==> config.mk <==
export PLATFORM = sky130hd
export DESIGN_NAME = instr_loader
export DESIGN_NICKNAME = d
export VERILOG_FILES = /design/src/rtl/instr_loader_pkg.sv /design/src/rtl/instr_loader_checksum.sv /design/src/rtl/instr_loader.sv
export SDC_FILE = /design/constraint.sdc
export NUM_CORES = 1
export LEC_CHECK = 0
export CORE_MARGIN = 1.5
export CORE_UTILIZATION = 50
export DETAILED_ROUTE_END_ITERATION = 10
export GPL_TIMING_DRIVEN = 0
export PLACE_DENSITY = 0.85
export RECOVER_POWER = 50
export SYNTH_ARGS = -nofsm -noshare
export SYNTH_HDL_FRONTEND = slang
export SYNTH_SLANG_ARGS = --single-unit
export TNS_END_PERCENT = 20
==> constraint.sdc <==
create_clock -name clk -period 1.96 [get_ports clk]
set_input_delay 0.196 -clock clk [delete_from_list [all_inputs] [get_ports clk]]
set_output_delay 0.196 -clock clk [all_outputs]
set_load 0.03 [all_outputs]
==> src/rtl/instr_loader_pkg.sv <==
// Shared definitions for the instruction loader: FSM state encoding and
// default geometry of the instruction memory.
package instr_loader_pkg;

    localparam int DEPTH_DEFAULT  = 15;
    localparam int ADDR_W_DEFAULT = 8;

    typedef enum logic [2:0] {
        ST_IDLE,
        ST_COUNT,
        ST_HI,
        ST_LO,
        ST_CSUM,
        ST_DONE,
        ST_ERR
    } ld_state_t;

    // A count byte is legal when it names between 1 and depth words.
    function automatic logic count_ok(input logic [7:0] n, input int depth);
        return (n != 8'd0) && (int'(n) <= depth);
    endfunction

endpackage

==> src/rtl/instr_loader_checksum.sv <==
// Running XOR over the word bytes of a load stream.
module loader_checksum (
    input  logic       clk,
    input  logic       rst_n,
    input  logic       clr,
    input  logic       en,
    input  logic [7:0] din,
    output logic [7:0] acc
);

    always_ff @(posedge clk or negedge rst_n) begin
        if (!rst_n) begin
            acc <= '0;
        end else if (clr) begin
            acc <= '0;
        end else if (en) begin
            acc <= acc ^ din;
        end
    end

endmodule

==> src/rtl/instr_loader.sv <==
// Byte-stream instruction loader: count, N big-endian 16-bit words, XOR
// checksum; writes instruction memory and holds the CPU while loading.
module instr_loader
    import instr_loader_pkg::*;
#(
    parameter int DEPTH  = DEPTH_DEFAULT,
    parameter int ADDR_W = ADDR_W_DEFAULT
) (
    input  logic              clk,
    input  logic              reset,
    input  logic              start,
    input  logic              byte_valid,
    input  logic [7:0]        byte_data,
    output logic              byte_ready,
    output logic              mem_we,
    output logic [ADDR_W-1:0] mem_addr,
    output logic [15:0]       mem_wdata,
    output logic              cpu_hold,
    output logic              done,
    output logic              error
);

    ld_state_t         state_q, state_d;
    logic [ADDR_W-1:0] word_idx_q;
    logic [ADDR_W-1:0] last_idx_q;
    logic [7:0]        hi_q;
    logic [7:0]        acc;
    logic              xfer;
    logic              launch;
    logic              cs_en;

    loader_checksum u_checksum (
        .clk   (clk),
        .rst_n (reset),
        .clr   (launch),
        .en    (cs_en),
        .din   (byte_data),
        .acc   (acc)
    );

    always_ff @(posedge clk or negedge reset) begin
        if (!reset) begin
            state_q <= ST_IDLE;
        end else begin
            state_q <= state_d;
        end
    end

    always_comb begin
        state_d    = state_q;
        byte_ready = 1'b0;
        cpu_hold   = 1'b0;
        done       = 1'b0;
        error      = 1'b0;
        launch     = 1'b0;
        unique case (state_q)
            ST_IDLE, ST_DONE, ST_ERR: begin
                done     = (state_q == ST_DONE);
                error    = (state_q == ST_ERR);
                cpu_hold = (state_q == ST_ERR);
                if (start) begin
                    launch  = 1'b1;
                    state_d = ST_COUNT;
                end
            end
            ST_COUNT: begin
                byte_ready = 1'b1;
                cpu_hold   = 1'b1;
                if (byte_valid) begin
                    state_d = count_ok(byte_data, DEPTH) ? ST_HI : ST_ERR;
                end
            end
            ST_HI: begin
                byte_ready = 1'b1;
                cpu_hold   = 1'b1;
                if (byte_valid) begin
                    state_d = ST_LO;
                end
            end
            ST_LO: begin
                byte_ready = 1'b1;
                cpu_hold   = 1'b1;
                if (byte_valid) begin
                    state_d = (word_idx_q == last_idx_q) ? ST_CSUM : ST_HI;
                end
            end
            ST_CSUM: begin
                byte_ready = 1'b1;
                cpu_hold   = 1'b1;
                if (byte_valid) begin
                    state_d = (byte_data == acc) ? ST_DONE : ST_ERR;
                end
            end
            default: state_d = ST_IDLE;
        endcase
    end

    assign xfer  = byte_valid && byte_ready;
    assign cs_en = xfer && ((state_q == ST_HI) || (state_q == ST_LO));

    // The write is registered so it lands one cycle after the LO byte;
    // address/data only move when a write is issued.
    always_ff @(posedge clk or negedge reset) begin
        if (!reset) begin
            word_idx_q <= '0;
            last_idx_q <= '0;
            hi_q       <= '0;
            mem_we     <= 1'b0;
            mem_addr   <= '0;
            mem_wdata  <= '0;
        end else begin
            mem_we <= 1'b0;
            if (launch) begin
                word_idx_q <= '0;
            end
            if (xfer && state_q == ST_COUNT) begin
                last_idx_q <= ADDR_W'(byte_data - 8'd1);
            end
            if (xfer && state_q == ST_HI) begin
                hi_q <= byte_data;
            end
            if (xfer && state_q == ST_LO) begin
                mem_we     <= 1'b1;
                mem_addr   <= word_idx_q;
                mem_wdata  <= {hi_q, byte_data};
                word_idx_q <= word_idx_q + ADDR_W'(1);
            end
        end
    end

endmodule

-- After elaboration in Yosys (flattened, before gate mapping)
Index checks and enable logic that the tools add are counted.
- $add $sub $neg: 2
- $lt $le $gt $ge: 1
- eq/ne operators: 13
- multiplexer cells: 20
- bitwise gates (word level): 1
- reductions and logical operators: 14
- operators with widths (operator ; number):
    8-bit two-way mux ; 4
    3-bit two-way mux ; 7
    8-bit == test ; 2
    3-bit case mux with 5 select lines ; 1
    2-bit != test (second input constant) ; 5
    3-bit == test (second input constant) ; 3
    8-bit by 1-bit adder with 8-bit output (second input constant) ; 1
    8-bit by 4-bit <= comparator with 1-bit output (second input constant) ; 1
    8-bit nonzero test ; 1
    8-bit by 1-bit subtractor with 8-bit output (second input constant) ; 1
    8-bit bitwise XOR ; 1
    3-bit by 2-bit == test with 1-bit output (second input constant) ; 2
    1-bit logical AND ; 6
    1-bit two-way mux ; 6
    5-bit AND reduction ; 1
    2-bit nonzero test ; 2
    4-bit OR reduction ; 1
    3-bit by 1-bit == test with 1-bit output (second input constant) ; 1
    3-bit logical NOT ; 1
    3-bit OR reduction ; 1
    2-bit two-way mux ; 1
    1-bit case mux with 2 select lines ; 1
    1-bit logical OR ; 1
- register bits: 60
- bits of input ports: 12
- output and inout port bits: 29
- logic and storage cells: 59

-- Longest topological paths before layout
Gate-level depths: netlist of run 1.
- depth after elaboration: 7
- gate-level depth with buffers: 8
- depth with buffers taken out: 6

-- Hierarchy
Synthesis of run 1 repeated with hierarchy kept, for this count alone.
- cell total of the unflattened synthesis: 308
- area, all modules: 2970.3 µm²
- by module, submodules not included (module ; times used ; cells each ; area each (µm²) ; seq. area each (µm²)):
    instr_loader ; 1 ; 273 ; 2563.7 ; 1301.2
    loader_checksum ; 1 ; 35 ; 406.6 ; 200.2

-- Worst setup path before layout of run 1
No wires, ideal clock.
- kind: flip-flop to output port
- start point: reg state_q[1]
- end point: out cpu_hold
- arrival time: 1478 ps
- path slack: 286 ps
- cell stages (with the launch flop): 5
- path buffers: 1
- path through: dfrtp_1 -> buf_2 -> nor2_1 -> xnor2_1 -> or2_2
- word-level cells in the longest chain between the ends: 3
- elaborated cells on any way between the ends: 10
- those cells by class: 6 x eq/ne; 1 x mux; 3 x reduce/logical
- ends and longest elaborated chain (item ; RTL line ; source):
    start: declaration ; instr_loader.sv:23 ; ld_state_t state_q, state_d;
    start signal: assignment ; instr_loader.sv:45 ; state_q <= state_d;
    3-bit by 2-bit == test with 1-bit output, or another cell as far along ; instr_loader.sv:56 ; unique case (state_q)
    4-bit OR reduction (no line) / 3-bit OR reduction (equally long branches) ; - ;
    1-bit case mux with 2 select lines (*) ; instr_loader.sv:56 ;
    end: declaration ; instr_loader.sv:18 ; output logic cpu_hold,
Mark *: on every way between the ends. The rest lies on a longest branch, timed or not.

-- Final worst setup path of run 1
- start point: reg state_q[1]
- end point: out byte_ready
- word-level cells in the longest chain between the ends: 3
- elaborated cells on any way between the ends: 6
- those cells by class: 4 x eq/ne; 1 x mux; 1 x reduce/logical
- ends and longest elaborated chain (item ; RTL line ; source):
    3-bit by 2-bit == test with 1-bit output, or another cell as far along ; instr_loader.sv:56 ;
    4-bit OR reduction (no line) (*) ; - ;
    1-bit two-way mux (*) ; instr_loader.sv:56 ;
    end: declaration ; instr_loader.sv:14 ; output logic byte_ready,
Marks and branches as above.

==> run_results.csv, run 1 <==
group,metric,value,unit
final_layout,drive_above_1_share,11.8,%
logic_synthesis,synth_edf_count,0,
clock_tree,clock_sinks,60,
global_routing,grt_pass1_wl,10500,um
floorplanning,num_rows,27,
logic_synthesis,synth_nets,319,
clock_tree,cts_tree,"yes",
sta,setup_viol,0,
power_and_ir_drop,total_power,5.52,mW
sta,min_period_over_period,93.6,%
clock_tree,clockRootBuffer,"clkbuf_8",
global_routing,grt_max_degree,39,
drt,viasPerCell,5.18,
critical_path,path_max_fanout,10,
logic_synthesis,yosysUniqueCellTypes,39,
logic_synthesis,syn_inst,304,
sta,relSlewSlack,18.9,%
sta,max_freq,0.545,GHz
drt,avgRoutedWirePerCell,14.5,um
final_layout,final_util,63.9,%
floorplanning,coreArea,5540,um^2
final_layout,final_nets,367,
clock_tree,clkSlewWorstSetupHoldPaths,70,ps
place,placed_area,3340,um^2
final_layout,mostFrequentLayoutCells,"nand2_1 (94), dfrtp_1 (60), clkdlybuf4s50_1 (25), xnor2_1 (21), nor2_1 (16)",
critical_path,worstPathArrival,1640,ps
sta,fin_tns_setup,0,ps
power_and_ir_drop,ir_drop,0.887,mV
global_routing,grt_pass1_vias,2211,
floorplanning,dieHeight,79.0,um
logic_synthesis,yosys_warnings,0,
drt,drc,0,
logic_synthesis,syn_avg_cell_area,9.50,um^2
sta,hold_violations,0,
global_routing,grt_antenna_before_repair,0,
drt,drt-initial-drc-count,147,
power_and_ir_drop,power_frac_seq,37.2,%
sta,fin_crit,1840,ps
critical_path,critPathRequiredTime,1760,ps
drt,dr.pass1.iters,5,
global_routing,grt_use_total,22.4,%
floorplanning,die_area,6240,um^2
critical_path,cp-startpoint,"state_q[1]",
logic_synthesis,synth-main-ff-cell,"dfrtp_1",
final_layout,fillers,478,
final_layout,final_area,3540,um^2
final_layout,instances_no_fill,429,
place,port-buffer-count,35,
critical_path,crit_path_end_kind,"primary output",
drt,routed_wirelength,6240,um
sta,tightest_slew,1220,ps
sta,rsz0062_at_grt,"false",
drt,vias,2223,
final_layout,final_common_cell,"nand2_1",
floorplanning,fp.dieW,79.0,um
sta,drv_slew,0,
run,max_cap_viol_count,0,
final_layout,area_growth,22.6,%
floorplanning,start_util,52.1,%
power_and_ir_drop,power.share.combinational,42.7,%
drt,ant_nets,0,
floorplanning,ios,41,
clock_tree,insertion_delay,350,ps
place,gp_congestion,0.756,
critical_path,r2r-start,"state_q[2]",
logic_synthesis,seq_area_frac_synth,52.0,%
logic_synthesis,synth.cell_area,2890,um^2
logic_synthesis,ys_seq_elements,60,
critical_path,start_kind,"flip-flop",
worst_hold_path,hold_start,"byte_data[4]",
worst_hold_path,hp-class,"input port to flip-flop",
final_layout,n_antenna_cell,0,
place,hpwl,4280,um
power_and_ir_drop,switchingPower,2.22,mW
outcome,outcome,"completed",
place,place_inst,412,
sta,clock_skew,4.95,ps
logic_synthesis,ys_async_sr_fraction,100,%
critical_path,reg2reg_setup_slack,180,ps
power_and_ir_drop,swShare,40.2,%
clock_tree,htreeDepth,3,
power_and_ir_drop,p_leak,1.63,nW
power_and_ir_drop,power.density,1560,nW/um^2
power_and_ir_drop,clkPwrFrac,20.2,%
critical_path,crit_type,"flip-flop to primary output",
power_and_ir_drop,internal_power,3.30,mW
clock_tree,clock_path_buffers,2,
clock_tree,numCtsBuffers,9,
global_routing,grt_overflow,0,
layer usage:
metal  share of wire [%]  GRT usage [%]  wire (um)
met5                   0              0          0
met4                 1.6           10.5        100
met3                 4.4           6.09        274
met2                  50           36.6       3140
met1                  44           27.6       2720
power groups by stage:
| stage | logic, mW | clock network (mW) | registers, mW |
|---|---|---|---|
| after global routing | 2.58 | 1.18 | 2.11 |
| after floorplan | 1.30 | 0 | 2.36 |
| after detailed placement | 2.39 | 0 | 2.07 |
| final | 2.36 | 1.11 | 2.05 |
| after global placement | 2.31 | 0 | 2.04 |
| after CTS | 2.40 | 1.12 | 2.06 |
final timing paths:
kind | to | cells past startpoint
min reg2reg | mem_addr[0] | 2
min in group asynchronous | mem_addr[3] | 2
max in group asynchronous | u_checksum.acc[2] | 3
max reg2reg | mem_wdata[4] | 7
max | byte_ready | 4
min | mem_wdata[4] | 3
timing repair:
action / in CTS / in global routing
hold buffers: 1 / 0
endpoints found under the hold margin: 22 / 0
buffers inserted: 0 / 0
endpoints found under the setup margin: 4 / 1
gates resized for setup: 6 / 2
logic make-up (layout without fill, tap and decap cells):
| family | Yosys count | in the layout | share of synthesized area [%] |
|---|---|---|---|
| buf+inv | 23 | 76 | 4.59 |
| simple gates | 139 | 139 | 20.9 |
| flops | 60 | 60 | 52.0 |
| fa+ha+maj | 3 | 3 | 1.30 |
| xor+xnor | 33 | 33 | 10.0 |
| mux | 8 | 8 | 3.12 |
| compound gates | 38 | 38 | 8.02 |
Yosys cell counts (2+ instances only):
master     n  area [um^2]
nand2_1   94          353
dfrtp_1   60         1500
xnor2_1   21          184
nor2_1    17         63.8
o21ai_0   15         75.1
xor2_1    12          105
buf_2     10         50.1
o21ai_1    9         45.0
mux2_1     8         90.1
and3_1     4         25.0
nand4_1    4         25.0
buf_4      3         22.5
buf_6      3         33.8
clkbuf_1   3         11.3
ha_1       3         37.5
nand3_1    3         15.0
nor3_1     3         15.0
o22a_1     3         26.3
a21oi_1    2         10.0
and2_1     2         12.5
and3b_1    2         17.5
inv_1      2         7.51
inv_2      2         7.51
nand2b_1   2         12.5
o21ai_2    2         17.5
o31ai_1    2         15.0
sequential cells by signal, summed over array words and instances, names as in the netlist:
name            count
u_checksum.acc      8
mem_we              1
mem_wdata          16
state_q             3
hi_q                8
word_idx_q          8
last_idx_q          8
mem_addr            8
per-stage QoR:
step	hold WS [ps]	worst slack, ps
after floorplan	-99.6	286
after global placement	444	-1130
after detailed placement	207	-80.5
after CTS	155	-52.8
after global routing	184	20.8
final	162	125
critical path: stages (launching register included):
cell and delay (ps):
dfrtp_1 370, buf_2 190, nor2_4 170, xnor2_1 140, dlygate4sd2_1 420
final cells by class:
cell class / instances / area (um^2) / share of cell area, %
plain buffers: 19 / 115 / 3.25
clock buffers: 9 / 124 / 3.50
clock inverters: 7 / 77.6 / 2.19
inverters: 4 / 15.0 / 0.424
multi-input cells: 221 / 1260 / 35.6
flip-flops and latches: 60 / 1500 / 42.4
well taps: 72 / 90.1 / 2.55
repair buffers: 37 / 357 / 10.1
No activity file was read; power rests on OpenSTA's default activity.
==> run 2, diff against run 1 <==
--- a/config.mk
+++ b/config.mk
@@ -5,6 +5,7 @@
 export SDC_FILE = /design/constraint.sdc
 export NUM_CORES = 1
 export LEC_CHECK = 0
+export ABC_AREA = 1
 export CORE_MARGIN = 1.5
 export CORE_UTILIZATION = 50
 export DETAILED_ROUTE_END_ITERATION = 10
==> run 2 against run 1 <==
Non-clock buffer count fell by 5. Total power rose by 4.0%. Global-route usage fell by 0.54 points. Via count rose by 14%. Clock skew rose by 1.9 ps. Sequential share of layout area fell by 1.2 points. Cell area rose by 3.0%. Synthesized area rose by 2.7%. Count of clock-buffer cells in the layout rose by 3. Clock power barely moved. Die area rose by 2.6%. Largest cell class unchanged. Largest power group unchanged.
==> run_results.csv, run 2 <==
group,metric,value,unit
outcome,outcome,"completed",
place,gp_congestion,0.837,
clock_tree,clkSlewWorstSetupHoldPaths,60,ps
critical_path,worstPathArrival,1610,ps
sta,rsz0062_at_grt,"false",
logic_synthesis,yosysTopAreaCell,"dfrtp_1",
logic_synthesis,seq_area_frac_synth,50.6,%
power_and_ir_drop,p_leak,1.86,nW
logic_synthesis,synth_area_leaders,"dfrtp_1 (51%), nand2_1 (17%), inv_1 (5.6%)",
floorplanning,coreArea,5610,um^2
logic_synthesis,ys_seq_elements,60,
drt,avgRoutedWirePerCell,12.4,um
logic_synthesis,yosys_warnings,0,
drt,viasPerCell,5.06,
worst_hold_path,hp-class,"flip-flop to flip-flop",
drt,ant_nets,0,
drt,dr.pass1.iters,4,
sta,fin_crit,1810,ps
run,max_cap_viol_count,0,
place,port-buffer-count,40,
final_layout,area_growth,23.0,%
final_layout,n_antenna_cell,0,
sta,max_freq,0.552,GHz
sta,tightest_slew,1430,ps
clock_tree,insertion_delay,340,ps
global_routing,grt_pass1_wl,10500,um
final_layout,drive_above_1_share,10.3,%
global_routing,grt_max_degree,36,
global_routing,grt_use_total,21.9,%
clock_tree,clockRootBuffer,"clkbuf_8",
place,hpwl,4660,um
final_layout,largest_register_ffs,16,
clock_tree,clock_sinks,60,
sta,setup_viol,0,
drt,vias,2529,
place,placed_area,3470,um^2
logic_synthesis,synth_nets,387,
sta,relSlewSlack,4.51,%
power_and_ir_drop,ir_drop,0.738,mV
global_routing,grt_pass1_vias,2388,
critical_path,path_max_fanout,5,
logic_synthesis,ys_async_sr_fraction,100,%
floorplanning,die_area,6400,um^2
sta,drv_slew,0,
final_layout,final_nets,440,
floorplanning,num_rows,27,
logic_synthesis,synth_common_cells,"nand2_1 (133), dfrtp_1 (60), inv_1 (44)",
floorplanning,dieHeight,80.0,um
floorplanning,fp.dieW,80.0,um
sta,clock_skew,6.84,ps
floorplanning,ios,41,
clock_tree,postCtsSetupBuffers,0,
final_layout,mostFrequentLayoutCells,"nand2_1 (134), dfrtp_1 (60), inv_1 (45), clkdlybuf4s50_1 (35), nor2_1 (31)",
logic_synthesis,synth.cell_area,2970,um^2
power_and_ir_drop,power.density,1580,nW/um^2
clock_tree,clock_path_buffers,2,
floorplanning,start_util,52.9,%
clock_tree,cts_tree,"yes",
critical_path,crit_type,"flip-flop to primary output",
logic_synthesis,synth_edf_count,0,
drt,drt-initial-drc-count,151,
final_layout,final_common_cell,"nand2_1",
critical_path,crit_path_end_kind,"primary output",
drt,drc,0,
drt,routed_wirelength,6210,um
logic_synthesis,synth-main-ff-cell,"dfrtp_1",
clock_tree,numCtsBuffers,9,
logic_synthesis,yosysUniqueCellTypes,30,
global_routing,grt_overflow,0,
logic_synthesis,yosysMostFrequentCell,"nand2_1",
final_layout,regMostFlops,"mem_wdata",
logic_synthesis,synth_top_area_share,50.6,%
global_routing,grt_antenna_before_repair,0,
sta,fin_tns_setup,0,ps
logic_synthesis,syn_inst,372,
critical_path,start_kind,"flip-flop",
final_layout,final_area,3650,um^2
sta,min_period_over_period,92.4,%
sta,hold_violations,0,
logic_synthesis,syn_avg_cell_area,7.97,um^2
critical_path,critPathRequiredTime,1760,ps
clock_tree,htreeDepth,3,
-- run 2: changes by cell type after synthesis, moves of 5 or more --
cell	change
nor2_1	+14
o21ai_0	+14
nand2_1	+39
mux2_1	-8
o21ai_1	-5
nand3_1	+6
xnor2_1	-18
buf_2	-7
xor2_1	-8
inv_1	+42
nor2_4	+5
a21oi_1	+8
-- run 2: power by group --
part | total [mW] | switching [mW] | leakage (nW) | internal [mW]
Clock | 1.09 | 0.453 | 0.0983 | 0.640
Combinational | 2.57 | 1.61 | 0.983 | 0.966
Sequential | 2.08 | 0.334 | 0.777 | 1.74
Total | 5.74 | 2.39 | 1.86 | 3.35
-- run 2: layer usage --
metal	global-route usage, %	part of all wire [%]	vias to the layer above
li1	-	-	1256
met2	34.1	47	77
met1	28.4	46	1185
met3	5.14	4.7	11
met4	10.9	1.9	0
met5	0	0	-
-- run 2: per-stage QoR --
stage               cells  hold slack (ps)  utilization, %  worst slack (ps)  power [mW]
CTS                   500              406            65.4             -14.1        5.82
global route          500              481            65.0              21.5        6.17
floorplan             372            -99.6               -               459        3.82
global placement      484              452            61.6             -1130        4.62
detailed placement    485              240            61.9              62.7        4.74
finish                500              468            65.0               149        5.74
-- run 2: worst max-delay path, cell delays in order (launching register included) --
cell	delay [ps]
dfrtp_1	460
inv_2	110
nand2_1	70
nor2_1	190
nor2_1	110
o21ai_0	100
clkbuf_2	240
-- run 2: what timing repair did --
item / 4_1_cts / 5_1_grt
endpoints found under the hold margin: 25 / 0
resized for setup: 5 / 4
endpoints found under the setup margin: 4 / 2
pin swaps: 0 / 0
hold buffers: 1 / 0
-- run 2: final cells by class --
cell class,count,area [um^2]
Tap cell,72,90.1
Timing Repair Buffer,42,412
Fill cell,481,1960
Sequential cell,60,1500
Clock inverter,2,35.0
Inverter,52,195
Buffer,9,57.6
Clock buffer,12,155
Multi-Input combinational cell,251,1200
-- run 2: logic make-up (layout without fill, tap and decap cells) --
| kind of cell | Yosys count | after routing | synth area share (%) |
|---|---|---|---|
| compound gates | 58 | 58 | 11.8 |
| simple gates | 183 | 183 | 25.4 |
| fa+ha+maj | 3 | 3 | 1.27 |
| buf+inv | 61 | 117 | 8.82 |
| xor+xnor | 7 | 7 | 2.07 |
| flops | 60 | 60 | 50.6 |
-- run 2: worst paths after layout --
path                         startpoint            end  slack, ps  cells after the start
max reg2reg                  state_q[2]  word_idx_q[5]        190                      8
min in group asynchronous         reset  last_idx_q[2]        720                      2
max                          state_q[1]       cpu_hold        150                      6
min                        mem_wdata[9]   mem_wdata[9]        470                      2
max in group asynchronous         reset  last_idx_q[4]        400                      2
min reg2reg                mem_wdata[9]   mem_wdata[9]        470                      2
==> run 3, diff against run 2 <==
--- a/config.mk
+++ b/config.mk
@@ -10,7 +10,7 @@
 export CORE_UTILIZATION = 50
 export DETAILED_ROUTE_END_ITERATION = 10
 export GPL_TIMING_DRIVEN = 0
-export PLACE_DENSITY = 0.85
+export PLACE_DENSITY = 0.79
 export RECOVER_POWER = 50
 export SYNTH_ARGS = -nofsm -noshare
 export SYNTH_HDL_FRONTEND = slang
==> run 3 against run 2 <==
Die area is the same. Total power is 0.60% lower. Register-to-register slack worse by 20 ps. Wire length about the same. Cell count grew 0.20%. Setup slack better by 21 ps. Critical endpoint is now word_idx_q[5]. Fmax is 1.2% higher. Count of clock-buffer cells in the layout down 2. Largest power group unchanged. Global-route usage increased by 0.38 points. Core utilization unchanged.
==> run_results.csv, run 3 (synthesis results as in run 2) <==
group,metric,value,unit
outcome,outcome,"completed",
floorplanning,start_util,52.9,%
drt,viasPerCell,4.99,
critical_path,crit_buf_inv,3,
final_layout,largest_register_ffs,16,
final_layout,mostFrequentLayoutCells,"nand2_1 (133), dfrtp_1 (60), inv_1 (46), clkdlybuf4s50_1 (35), nor2_1 (31)",
critical_path,start_kind,"flip-flop",
final_layout,area_growth,23.0,%
clock_tree,clock_path_buffers,2,
global_routing,grt_pass1_wl,10800,um
sta,clock_skew,5.47,ps
sta,tightest_slew,1080,ps
global_routing,grt_antenna_before_repair,0,
clock_tree,numCtsBuffers,9,
drt,routed_wirelength,6200,um
drt,avgRoutedWirePerCell,12.4,um
power_and_ir_drop,ir_drop,0.702,mV
sta,rsz0062_at_grt,"false",
drt,dr.pass1.iters,4,
sta,drv_slew,0,
critical_path,crit_path_end_kind,"flip-flop",
place,gp_congestion,0.869,
critical_path,worstPathArrival,2010,ps
drt,drc,0,
global_routing,grt_use_total,22.3,%
global_routing,grt_pass1_vias,2395,
floorplanning,fp.dieW,80.0,um
clock_tree,postCtsSetupBuffers,0,
floorplanning,dieHeight,80.0,um
clock_tree,clkSlewWorstSetupHoldPaths,70,ps
clock_tree,insertion_delay,340,ps
sta,setup_ws,170,ps
place,hpwl,4560,um
sta,relSlewSlack,28.1,%
clock_tree,cts_tree,"yes",
drt,vias,2502,
clock_tree,htreeDepth,3,
critical_path,crit_top_cell,"nor2_4",
critical_path,cp_slowest_stage_delay,450,ps
run,max_cap_viol_count,0,
place,port-buffer-count,40,
worst_hold_path,hp-class,"flip-flop to flip-flop",
global_routing,grt_max_degree,43,
critical_path,cp_top_family,"buffers and inverters",
final_layout,final_common_cell,"nand2_1",
floorplanning,ios,41,
floorplanning,coreArea,5610,um^2
floorplanning,die_area,6400,um^2
place,pre_cts_slack,-27.2,ps
critical_path,critPathRequiredTime,2180,ps
sta,max_freq,0.559,GHz
final_layout,final_nets,440,
clock_tree,clock_sinks,60,
critical_path,path_max_fanout,10,
sta,setup_viol,0,
global_routing,grt_overflow,0,
critical_path,crit_type,"flip-flop to flip-flop",
sta,fin_crit,1790,ps
critical_path,cp_cell_sequence,"buf_6 -> nor2_4 -> nand2_2 -> nor2_4 -> clkbuf_1 -> nor2_4 -> inv_4 -> o22ai_2",
drt,drt-initial-drc-count,254,
place,place_inst,485,
critical_path,critPathSlowestCell,"clkbuf_1",
final_layout,instances_no_fill,501,
power_and_ir_drop,p_leak,1.85,nW
drt,ant_nets,0,
final_layout,regMostFlops,"mem_wdata",
clock_tree,clockRootBuffer,"clkbuf_8",
sta,min_period_over_period,91.3,%
power_and_ir_drop,power.density,1570,nW/um^2
floorplanning,num_rows,27,
sta,hold_violations,0,
final_layout,drive_above_1_share,10.7,%
final_layout,n_antenna_cell,0,
-- run 3: layout make-up --
cell class,count,area (um^2)
clock inverter,5,52.6
fill,503,1960
timing repair buffer,42,412
tap,72,90.1
buffer,9,57.6
clock buffer,10,138
inverter,52,198
multi-input combinational,251,1200
sequential,60,1500
-- run 3: power breakdown --
part | internal, mW | leakage (nW) | switching (mW) | total [mW]
registers | 1.74 | 0.777 | 0.321 | 2.06
logic | 0.967 | 0.978 | 1.60 | 2.57
clock network | 0.607 | 0.0979 | 0.473 | 1.08
total | 3.32 | 1.85 | 2.39 | 5.71
-- run 3: timing repair --
item,in CTS,in global routing
setup endpoints to repair,4,2
resized for setup,5,4
hold endpoints to repair,18,0
gates cloned,0,0
hold buffers,1,0
-- run 3: routing by layer --
layer / up-vias / track usage, % / wire length (um)
met5: - / 0 / 0
met4: 0 / 6.72 / 70
met3: 8 / 6.86 / 249
met2: 55 / 34.7 / 2940
met1: 1183 / 29.7 / 2940
li1: 1256 / - / -
-- run 3: final timing paths --
check / from / to / slack [ps] / depth (start not counted)
worst min register to register: mem_wdata[8] / mem_wdata[8] / 470 / 2
worst max-delay path: state_q[2] / word_idx_q[5] / 170 / 8
worst min-delay path: mem_wdata[8] / mem_wdata[8] / 470 / 2
min in group asynchronous: reset / mem_addr[3] / 570 / 2
worst max register to register: state_q[2] / word_idx_q[5] / 170 / 8
max in group asynchronous: reset / mem_wdata[9] / 620 / 3
-- run 3: tightest hold or removal path: cells and delay by family (launching register included) --
family / cells / cell delay [ps]
AND/OR/NAND/NOR: 2 / 90
flip-flops: 1 / 340
-- run 3: through the flow --
step           util, %  setup TNS (ps)  cell area, um^2  hold WS, ps  total power, mW
3_5_place_dp      61.9           -27.2             3470          178             4.72
3_3_place_gp      61.6          -69540             3460          453             4.63
6_report          65.0               0             3650          470             5.71
5_1_grt           65.0               0             3650          493             6.15
4_1_cts           65.4               0             3670          348             5.79
2_1_floorplan        -               0             2970        -99.6             3.82
